File: config.mk
export PLATFORM = sky130hd
export DESIGN_NAME = seg_scan_ctrl
export DESIGN_NICKNAME = d
export VERILOG_FILES = /design/src/rtl/seg_scan_ctrl.sv
export SDC_FILE = /design/constraint.sdc
export NUM_CORES = 1
export LEC_CHECK = 0
export BUFFER_PORTS_ARGS = -buffer_cell sky130_fd_sc_hd__buf_2
export CAP_MARGIN = 20
export CORE_ASPECT_RATIO = 0.5
export CORE_MARGIN = 2
export CORE_UTILIZATION = 51
export CTS_BUF_LIST = sky130_fd_sc_hd__clkbuf_4 sky130_fd_sc_hd__clkbuf_8 sky130_fd_sc_hd__clkbuf_16
export CTS_CLUSTER_DIAMETER = 60
export DETAILED_ROUTE_END_ITERATION = 16
export GPL_ROUTABILITY_DRIVEN = 0
export GPL_TIMING_DRIVEN = 1
export PLACE_DENSITY = 0.76
export SYNTH_ARGS = -nofsm -noshare
export SYNTH_HDL_FRONTEND = slang
export SYNTH_SLANG_ARGS = --single-unit
File: constraint.sdc
create_clock -name clk -period 2.8 [get_ports clk]
set_clock_uncertainty 0.15 [all_clocks]
set_input_delay 0.56 -clock clk [delete_from_list [all_inputs] [get_ports clk]]
set_output_delay 0.56 -clock clk [all_outputs]
set_load 0.05 [all_outputs]
File: src/rtl/seg_scan_ctrl.sv
// seg_scan_ctrl: N-digit multiplexed seven-segment scan controller with per-frame snapshot,
// leading-zero blanking, PWM brightness, dead time and frame tick. Define SEG_SCAN_HEX_DEC_EN for A-F glyphs.
module seg_scan_ctrl #(
   parameter int NUM_DIGIT = 6,
   parameter int SCAN_DIV  = 50000,
   parameter int DEAD_CYC  = 2,
   parameter int BRIGHT_W  = 4
) (
   input  logic                   clk,
   input  logic                   rst,
   input  logic [4*NUM_DIGIT-1:0] i_digit,
   input  logic [NUM_DIGIT-1:0]   i_dp,
   input  logic                   i_blank_lz,
   input  logic [BRIGHT_W-1:0]    i_bright,
   output logic [6:0]             o_seg,
   output logic                   o_seg_dp,
   output logic [NUM_DIGIT-1:0]   o_seg_enb,
   output logic                   o_frame_tick
);

   localparam int CNT_W = (SCAN_DIV > 1) ? $clog2(SCAN_DIV) : 1;
   localparam int IDX_W = (NUM_DIGIT > 1) ? $clog2(NUM_DIGIT) : 1;
   localparam logic [CNT_W-1:0] CNT_LAST = CNT_W'(SCAN_DIV - 1);
   localparam logic [CNT_W-1:0] CNT_DEAD = CNT_W'(DEAD_CYC);
   localparam logic [IDX_W-1:0] IDX_LAST = IDX_W'(NUM_DIGIT - 1);

   logic [CNT_W-1:0]       cnt_q, cnt_d;
   logic [IDX_W-1:0]       idx_q, idx_d;
   logic [BRIGHT_W-1:0]    pwm_q, pwm_d;
   logic [4*NUM_DIGIT-1:0] snap_digit_q;
   logic [NUM_DIGIT-1:0]   snap_dp_q;
   logic                   snap_blz_q;
   logic [6:0]             seg_q, seg_d;
   logic                   seg_dp_q, seg_dp_d;
   logic [NUM_DIGIT-1:0]   enb_q, enb_d;
   logic                   tick_q, tick_d;

   logic [NUM_DIGIT-1:0]   blank_mask;
   logic                   lead;
   logic [3:0]             cur_digit;
   logic                   cur_dp;
   logic                   cur_blank;
   logic                   enb_on;

   function automatic logic [6:0] decode(input logic [3:0] v);
      logic [6:0] s;
      case (v)
         4'd0:    s = 7'b1111110;
         4'd1:    s = 7'b0110000;
         4'd2:    s = 7'b1101101;
         4'd3:    s = 7'b1111001;
         4'd4:    s = 7'b0110011;
         4'd5:    s = 7'b1011011;
         4'd6:    s = 7'b1011111;
         4'd7:    s = 7'b1110000;
         4'd8:    s = 7'b1111111;
         4'd9:    s = 7'b1110011;
`ifdef SEG_SCAN_HEX_DEC_EN
         4'd10:   s = 7'b1110111;
         4'd11:   s = 7'b0011111;
         4'd12:   s = 7'b1001110;
         4'd13:   s = 7'b0111101;
         4'd14:   s = 7'b1001111;
         4'd15:   s = 7'b1000111;
`endif
         default: s = 7'b0000000;
      endcase
      return s;
   endfunction

   always_comb begin
      cnt_d = (cnt_q == CNT_LAST) ? '0 : cnt_q + 1'b1;
      idx_d = idx_q;
      if (cnt_q == CNT_LAST) begin
         idx_d = (idx_q == IDX_LAST) ? '0 : idx_q + 1'b1;
      end
      pwm_d = pwm_q + 1'b1;
   end

   // Walk down from the most significant digit; the first nonzero digit or lit dp ends the blanked run.
   always_comb begin
      lead       = snap_blz_q;
      blank_mask = '0;
      for (int k = NUM_DIGIT - 1; k >= 1; k--) begin
         if (lead && (snap_digit_q[4*k +: 4] == 4'd0) && !snap_dp_q[k]) begin
            blank_mask[k] = 1'b1;
         end else begin
            lead = 1'b0;
         end
      end
   end

   always_comb begin
      cur_digit = '0;
      cur_dp    = 1'b0;
      cur_blank = 1'b0;
      enb_d     = '1;
      enb_on    = (cnt_q >= CNT_DEAD) && (pwm_q <= i_bright);
      for (int k = 0; k < NUM_DIGIT; k++) begin
         if (idx_q == IDX_W'(k)) begin
            cur_digit = snap_digit_q[4*k +: 4];
            cur_dp    = snap_dp_q[k];
            cur_blank = blank_mask[k];
            enb_d[k]  = ~enb_on;
         end
      end
      seg_d    = cur_blank ? 7'b0000000 : decode(cur_digit);
      seg_dp_d = cur_dp & ~cur_blank;
      tick_d   = (idx_q == IDX_LAST) && (cnt_q == CNT_LAST);
   end

   // Inputs are captured only at the very start of a frame so a digit never changes mid-frame.
   always_ff @(posedge clk) begin
      if (rst) begin
         cnt_q        <= '0;
         idx_q        <= '0;
         pwm_q        <= '0;
         snap_digit_q <= '0;
         snap_dp_q    <= '0;
         snap_blz_q   <= 1'b0;
         seg_q        <= '0;
         seg_dp_q     <= 1'b0;
         enb_q        <= '1;
         tick_q       <= 1'b0;
      end else begin
         cnt_q    <= cnt_d;
         idx_q    <= idx_d;
         pwm_q    <= pwm_d;
         seg_q    <= seg_d;
         seg_dp_q <= seg_dp_d;
         enb_q    <= enb_d;
         tick_q   <= tick_d;
         if ((idx_q == '0) && (cnt_q == '0)) begin
            snap_digit_q <= i_digit;
            snap_dp_q    <= i_dp;
            snap_blz_q   <= i_blank_lz;
         end
      end
   end

   assign o_seg        = seg_q;
   assign o_seg_dp     = seg_dp_q;
   assign o_seg_enb    = enb_q;
   assign o_frame_tick = tick_q;

endmodule

---- After elaboration in Yosys (flattened, before gate mapping) ----
Memories as Yosys holds them, arrays and structs flattened. A register that Yosys moved wholly into a read port is not among the register bits.
Cells that the tools add are included.
operators by class
  $add $sub $neg .......................... 3
  $lt $le $gt $ge ......................... 2
  equal/unequal tests ..................... 6
  multiplexer cells ....................... 27
  bitwise gates (word level) .............. 9
  reduce and logical (&&, ||, !) cells .... 33
operators by type and width
  cell                                                                    count
  4-bit two-way mux                                                       6
  4-bit zero test                                                         5
  1-bit two-way mux                                                       20
  16-bit by 1-bit adder with 16-bit output, second input constant         1
  16-bit == test, second input constant                                   1
  16-bit by 2-bit >= comparator with 1-bit output, second input constant  1
  16-bit zero test                                                        1
  2-bit OR reduction                                                      8
  1-bit logical AND                                                       13
  1-bit NOT                                                               8
  3-bit by 2-bit == test with 1-bit output, second input constant         2
  3-bit == test, second input constant                                    2
  1-bit zero test                                                         5
  4-bit by 1-bit adder with 4-bit output, second input constant           1
  4-bit less-or-equal comparator                                          1
  3-bit by 1-bit adder with 3-bit output, second input constant           1
  3-bit by 1-bit == test with 1-bit output, second input constant         1
  3-bit zero test                                                         1
  3-bit two-way mux                                                       1
  1-bit bitwise AND                                                       1
word-level totals
  register bits after elaboration ......... 62
  bits in read-only memories .............. 112
  input port bits ......................... 37
  logic and storage cells ................. 95
  memories kept ........................... 1
memory list
  memory            depth  width  read ports  clocked after memory_dff  wr ports  RTL line  source
  (name not given)  16     7      1           1                         0         47        case (v)

---- Longest topological paths before layout ----
Gate-level depths: netlist of the first run.
  word-level depth ........................ 23
  depth in mapped cells ................... 14

---- Worst setup path before layout of the first run ----
OpenSTA, ideal clock, no wires.
  path kind ............................... register to register
  start ................................... register idx_q[0]
  end ..................................... register seg_q[6], in the netlist o_seg[6]
  setup time .............................. 0.074 ns
  arrival time ............................ 2.541 ns
  required time ........................... 2.576 ns
  setup slack ............................. 0.035 ns
  cell stages (with the launch flop) ...... 14
  cells stage by stage .................... dfxtp_1 -> buf_4 -> clkbuf_1 -> and2_1 -> ha_1 -> buf_4 -> nand2_1 -> nor2_1 -> a21oi_1 -> o211ai_1 -> o21ai_0 -> ha_1 -> or3_1 -> a31oi_1
between the ends
  cells in the longest elaborated chain, start to end .. 7
ends and longest elaborated chain
  item                                                                         RTL line  source
  start, declared                                                              28        logic [IDX_W-1:0] idx_q, idx_d;
  start signal, assigned                                                       127       idx_q <= idx_d;
  3-bit by 1-bit == test with 1-bit output or 3-bit zero test (tied branches)  100       if (idx_q == IDX_W'(k)) begin
  1-bit two-way mux or 4-bit two-way mux (tied branches) (5 in series)         100
  2-bit OR reduction (no source line) or 4-bit two-way mux (tied branches)     --
  end, declared                                                                33        logic [6:0] seg_q, seg_d;
Parallel ways exist; a longest one is shown, timed or not.
A chain may end at the register's enable or synchronous reset.

---- Worst setup path in the final report of the first run ----
  start ................................... register idx_q[2]
  end ..................................... register seg_q[6], in the netlist o_seg[6]
Same word-level chain as after synthesis.

==> results.toml, run 1 <==
[logic_synthesis]
synth_top_flop_cell = "dfxtp_1"
synth.avg_cell_area_um2 = 9.28
synth_edf_count = 0
synth_xor_xnor_area_share = 0.0473
ys_top_cells_by_count = "dfxtp_1 (69), nor2_1 (68), mux2i_1 (39)"
synth_compound_area_frac = 0.0883
ys_async_sr_fraction = 0
synth_seq_cells = 69
syn_nets = 411
synth_cell_types = 58
ys_seq_area_frac = 0.415
synth_top_area_cell = "dfxtp_1"
syn_area_um2 = 3330
synthMuxAreaShare = 0.128
synth_fa_ha_area_frac = 0.0563
synthTopCellsByArea = "dfxtp_1 (41%), mux2i_1 (12%), nor2_1 (7.7%)"
synth.top_cell.area_share = 0.415
yosys.area_share.simple = 0.218
yosysWarnings = 0
synth_top_family_by_area = "simple AND/OR/NAND/NOR gates"
synthCells = 359
synth.most_common_cell = "dfxtp_1"

[setup_path]
required_ps = 2910
regToRegStartpoint = "idx_q[2]"
endpoint_kind = "flip-flop"
arrival_ps = 2640
crit_fanout = 13
start_kind = "flip-flop"
cp-startpoint = "idx_q[2]"
criticalPathCategory = "reg -> reg"

[drt]
dr.pass1.iters = 4
antenna_left = 0
via_per_inst = 5.33
drcViolationCount = 0
wire_per_inst_um = 13.9
finalWirelength_mm = 7.04
first_iter_violations = 170
vias = 2691

[pwr]
p_comb_frac = 0.146
swShare = 0.253
switchingPower_uw = 665
leakagePower_uw = 0.00173
p_clk_frac = 0.435
ir_drop_mv = 0.369
powerDensity_nw_per_um2 = 662
pwr-share-seq = 0.419
p_int_uw = 1970

[global_route]
grt_pass1_vias = 2581
grt_max_degree = 32
antenna_found_initial = 0
grtUsageTotal = 0.210
grt_overflow_total = 0
grt_pass1_wl_mm = 11.7

[status]
outcome = "completed"

[floorplanning]
core_um2 = 6180
pin_count = 52
die_y_um = 61.1
die_w_um = 118
start_util = 0.539
num_rows = 20
die_area_um2 = 7230

[sta]
setup_violations = 0
slew_violations = 0
setup-tns-final_ps = 0
fin_crit_ps = 2530
rsz0062_at_grt = "no"
max_freq_ghz = 0.396
final-hold-violation-count = 0
worst_pin_slew_ps = 511
slew_headroom = 0.657
finalCritPeriodShare = 0.903

[cts]
clock-root-buffer = "clkbuf_16"
clk_pin_slew_worst_paths_ps = 50
htreeDepth = 3
clockBufferDepth = 2
clkLatencyLatePin_ps = 330
cts_setup_buffers = 0
cts_tree = "built"
cts_buffers = 9
cts_sinks = 69

[finish]
drive_above_1_share = 0.216
fin_util = 0.643
syn_to_final_growth_pct = 19.4
final_nets = 464
antennaDiodeCount = 0

[placed_design]
portBuffers = 51
dp.final_hpwl_mm = 5.17

[worst_hold_path]
hold_class = "in -> reg"
min_from = "i_digit[11]"

[job]
cap_violations = 0
==> cell families (layout without fill, tap and decap cells) <==
| family | count (synthesis) | in the layout |
|---|---|---|
| simple gates | 145 | 145 |
| buf+inv | 31 | 89 |
| flops | 69 | 69 |
| mux | 42 | 42 |
| xor+xnor | 18 | 18 |
| compound gates | 39 | 39 |
| fa+ha+maj | 15 | 15 |
==> per-layer routing <==
layer  share of wire  up-vias  track usage  wire, um
met5               0        -            0         0
met4           0.020        0        0.105       140
met3           0.051       16       0.0806       356
met2            0.48       59        0.363      3350
met1            0.45     1259        0.238      3200
li1                -     1357            -         -
==> critical path, stage by stage (launching register included) <==
cell	delay, ps
dfxtp_1	330
buf_4	190
nor2b_1	330
nand2_1	240
o211ai_1	180
o21ai_0	250
ha_1	260
or3_1	360
a31oi_1	160
==> repair_timing <==
action,4_1_cts,5_1_grt
endpoints found under the setup margin,0,2
resized for setup,0,1
hold buffers,0,0
==> registers in the layout, summed over array words and instances (netlist names) <==
name and cells:
idx_q 3, cnt_q 16, o_seg_dp 1, o_frame_tick 1, snap_digit_q 24, snap_dp_q 6
pwm_q 4, o_seg 7, snap_blz_q 1, o_seg_enb 6
==> layout make-up <==
type,instances,area (um2)
clock buffers,12,267
clock inverters,4,45.0
fillers,526,2200
inverters,13,48.8
multi-input cells,259,1800
flip-flops and latches,69,1380
well taps,88,110
repair buffers,60,323
==> cells in the final DEF (no fill, tap or decap), drive strengths merged, types with 2 or more instances in the layout <==
cell,n
nor2,69
nand3,14
clkinv,4
and3,4
a21oi,7
xor2,6
a211oi,2
and2,2
a21o,2
o21a,3
o2111ai,2
nor4,5
mux2,3
nand4,9
nand2,15
ha,15
nor2b,5
and4bb,2
or2,3
o211ai,3
dfxtp,69
mux2i,39
o2bb2ai,2
a31oi,4
or3,2
clkbuf,12
or4,2
inv,12
xnor2,12
nor3,7
o21ai,6
buf,60
==> per-stage QoR <==
step                      setup slack, ps  cell area (um2)  total power, uW  cells  hold slack [ps]
final                                 272             3980             2630    505              313
after global placement                387             3660             1490    489              294
after CTS                             159             3970             2650    505              308
after detailed placement              174             3660             1500    489              307
after floorplan                      34.7             3330             1410    359              280
after global routing                 56.9             3980             2750    505              318
==> final timing paths <==
kind / to / slack (ps) / cells after the start
setup reg to reg: o_seg[6] / 270 / 8
hold reg to reg: pwm_q[0] / 310 / 1
hold / removal: snap_digit_q[11] / 310 / 3
setup / recovery: o_seg[6] / 270 / 8
==> power groups by stage <==
stage	Combinational [uW]	Sequential (uW)	Clock, uW
4_1_cts	385	1100	1170
5_1_grt	419	1110	1220
2_1_floorplan	249	1160	0
3_5_place_dp	381	1120	0
3_3_place_gp	368	1120	0
6_report	384	1100	1150
No activity file was read; power rests on OpenSTA's default activity.
==> run 2: changes to the inputs <==
==> config.mk (replaced) <==
export PLATFORM = sky130hd
export DESIGN_NAME = seg_scan_ctrl
export DESIGN_NICKNAME = d
export VERILOG_FILES = /design/src/rtl/seg_scan_ctrl.sv
export SDC_FILE = /design/constraint.sdc
export NUM_CORES = 1
export LEC_CHECK = 0
export CAP_MARGIN = 20
export CORE_ASPECT_RATIO = 0.5
export CORE_MARGIN = 2
export CORE_UTILIZATION = 55
export CTS_BUF_LIST = sky130_fd_sc_hd__clkbuf_4 sky130_fd_sc_hd__clkbuf_8 sky130_fd_sc_hd__clkbuf_16
export CTS_CLUSTER_DIAMETER = 60
export DETAILED_ROUTE_END_ITERATION = 16
export DONT_BUFFER_PORTS = 1
export GPL_ROUTABILITY_DRIVEN = 0
export GPL_TIMING_DRIVEN = 1
export PLACE_DENSITY = 0.73
export SYNTH_ARGS = -nofsm -noshare
export SYNTH_HDL_FRONTEND = slang
export SYNTH_SLANG_ARGS = --single-unit
==> run 2 against run 1 <==
Effect of this change: non-clock buffer count down 49; worst hold slack worse by 170 ps; via count is 8.3% lower; worst setup slack better by 1.7 ps; count of clock-buffer cells in the layout decreased by 1; highest routed layer unchanged; design area shrank 6.0%.
==> results.toml, run 2 (same netlist as run 1, synthesis figures left out) <==
[setup_path]
arrival_ps = 2640
cpPeakStageDelay_ps = 360
start_kind = "flip-flop"
critical_path.slowest_cell = "or3_1"
criticalPathCategory = "reg -> reg"
crit_fanout = 12
path_cells = "buf_4 -> nor2b_1 -> nand2_1 -> o211ai_1 -> o21ai_0 -> ha_1 -> or3_1 -> a31oi_1"
required_ps = 2910
endpoint_kind = "flip-flop"

[pwr]
ir_drop_mv = 0.362
leakagePower_uw = 0.00154
powerDensity_nw_per_um2 = 715

[drt]
vias = 2467
first_iter_violations = 113
via_per_inst = 5.59
wire_per_inst_um = 15.3
dr.pass1.iters = 4
antenna_left = 0
finalWirelength_mm = 6.77
drcViolationCount = 0

[cts]
cts_tree = "built"
clkLatencyLatePin_ps = 330
cts_resized = 0
ctsHoldBuffers = 0
htreeDepth = 3
clockBufferDepth = 2
cts_sinks = 69
cts_buffers = 9
cts_setup_buffers = 0
clk_pin_slew_worst_paths_ps = 60
clock-root-buffer = "clkbuf_16"

[sta]
finalCritPeriodShare = 0.902
worst_pin_slew_ps = 536
max_freq_ghz = 0.396
slew_violations = 0
final-hold-violation-count = 0
setup-tns-final_ps = 0
setup_violations = 0
fin_crit_ps = 2530
rsz0062_at_grt = "no"
slew_headroom = 0.639

[floorplanning]
die_w_um = 114
die_area_um2 = 6730
start_util = 0.589
num_rows = 19
pin_count = 52
core_um2 = 5660
die_y_um = 59.0

[global_route]
grt_pass1_wl_mm = 11.3
grt_max_degree = 46
grt_pass1_vias = 2372
antenna_found_initial = 0
grt_overflow_total = 0
grtUsageTotal = 0.221

[finish]
final_cell_mix = "dfxtp_1 (69), nor2_1 (68), mux2i_1 (39)"
largest_reg_flops = 24
top_register = "snap_digit_q"
antennaDiodeCount = 0
final_common_cell = "dfxtp_1"
syn_to_final_growth_pct = 12.2
final_nets = 415
fin_util = 0.661
drive_above_1_share = 0.109

[worst_hold_path]
hold_class = "in -> reg"

[job]
cap_violations = 0

[placed_design]
portBuffers = 0
dp.final_hpwl_mm = 4.97

[status]
outcome = "completed"
## run 2: cell types whose count changed in the layout (fill, tap and decap cells not counted), sizes merged
| cell | change |
|---|---|
| buf | -49 |
| clkinv | -3 |
| clkinvlp | +3 |
| bufinv | +1 |
| clkbuf | -1 |
## run 2: stage by stage
stage | cells | instance area (um2) | worst slack (ps) | hold WS (ps) | total power, uW
2_1_floorplan | 359 | 3330 | 34.7 | 280 | 1410
3_3_place_gp | 425 | 3400 | 460 | 270 | 1440
3_5_place_dp | 425 | 3400 | 324 | 262 | 1460
4_1_cts | 441 | 3740 | 296 | 127 | 2690
5_1_grt | 441 | 3740 | 86.6 | 130 | 2780
6_report | 441 | 3740 | 273 | 145 | 2670
## run 2: worst paths after layout
path | start | to | cells after the start | slack (ps)
worst min register to register | idx_q[2] | o_seg_enb[5] | 1 | 280
worst max register to register | idx_q[2] | o_seg[6] | 8 | 270
worst max-delay path | idx_q[2] | o_seg[6] | 8 | 270
worst min-delay path | rst | pwm_q[1] | 1 | 140
## run 2: critical path: cells and delay by family, from the launching register on
kind / cells / cell delay [ps]
compound gates: 3 / 580
fa+ha+maj: 1 / 270
buf+inv: 1 / 190
flops: 1 / 350
simple gates: 3 / 900
## run 2: metal layers
metal | up-vias | global-route usage | wire (um)
li1 | 1259 | - | -
met1 | 1152 | 0.272 | 3110
met2 | 44 | 0.355 | 3210
met3 | 12 | 0.0798 | 346
met4 | 0 | 0.103 | 104
met5 | - | 0 | 0
## run 2: power by group
| group | switching [uW] | total, uW | leakage [uW] | internal [uW] |
|---|---|---|---|---|
| Clock | 409 | 1240 | 0.000154 | 827 |
| Combinational | 144 | 275 | 0.000823 | 131 |
| Sequential | 111 | 1160 | 0.000566 | 1050 |
## run 2: final cells by class
type / count / area (um2)
Clock buffer: 11 / 253
Clock inverter: 5 / 82.6
Fill cell: 469 / 1920
Inverter: 13 / 48.8
Multi-Input combinational cell: 259 / 1800
Sequential cell: 69 / 1380
Tap cell: 73 / 91.3
Timing Repair Buffer: 11 / 82.6
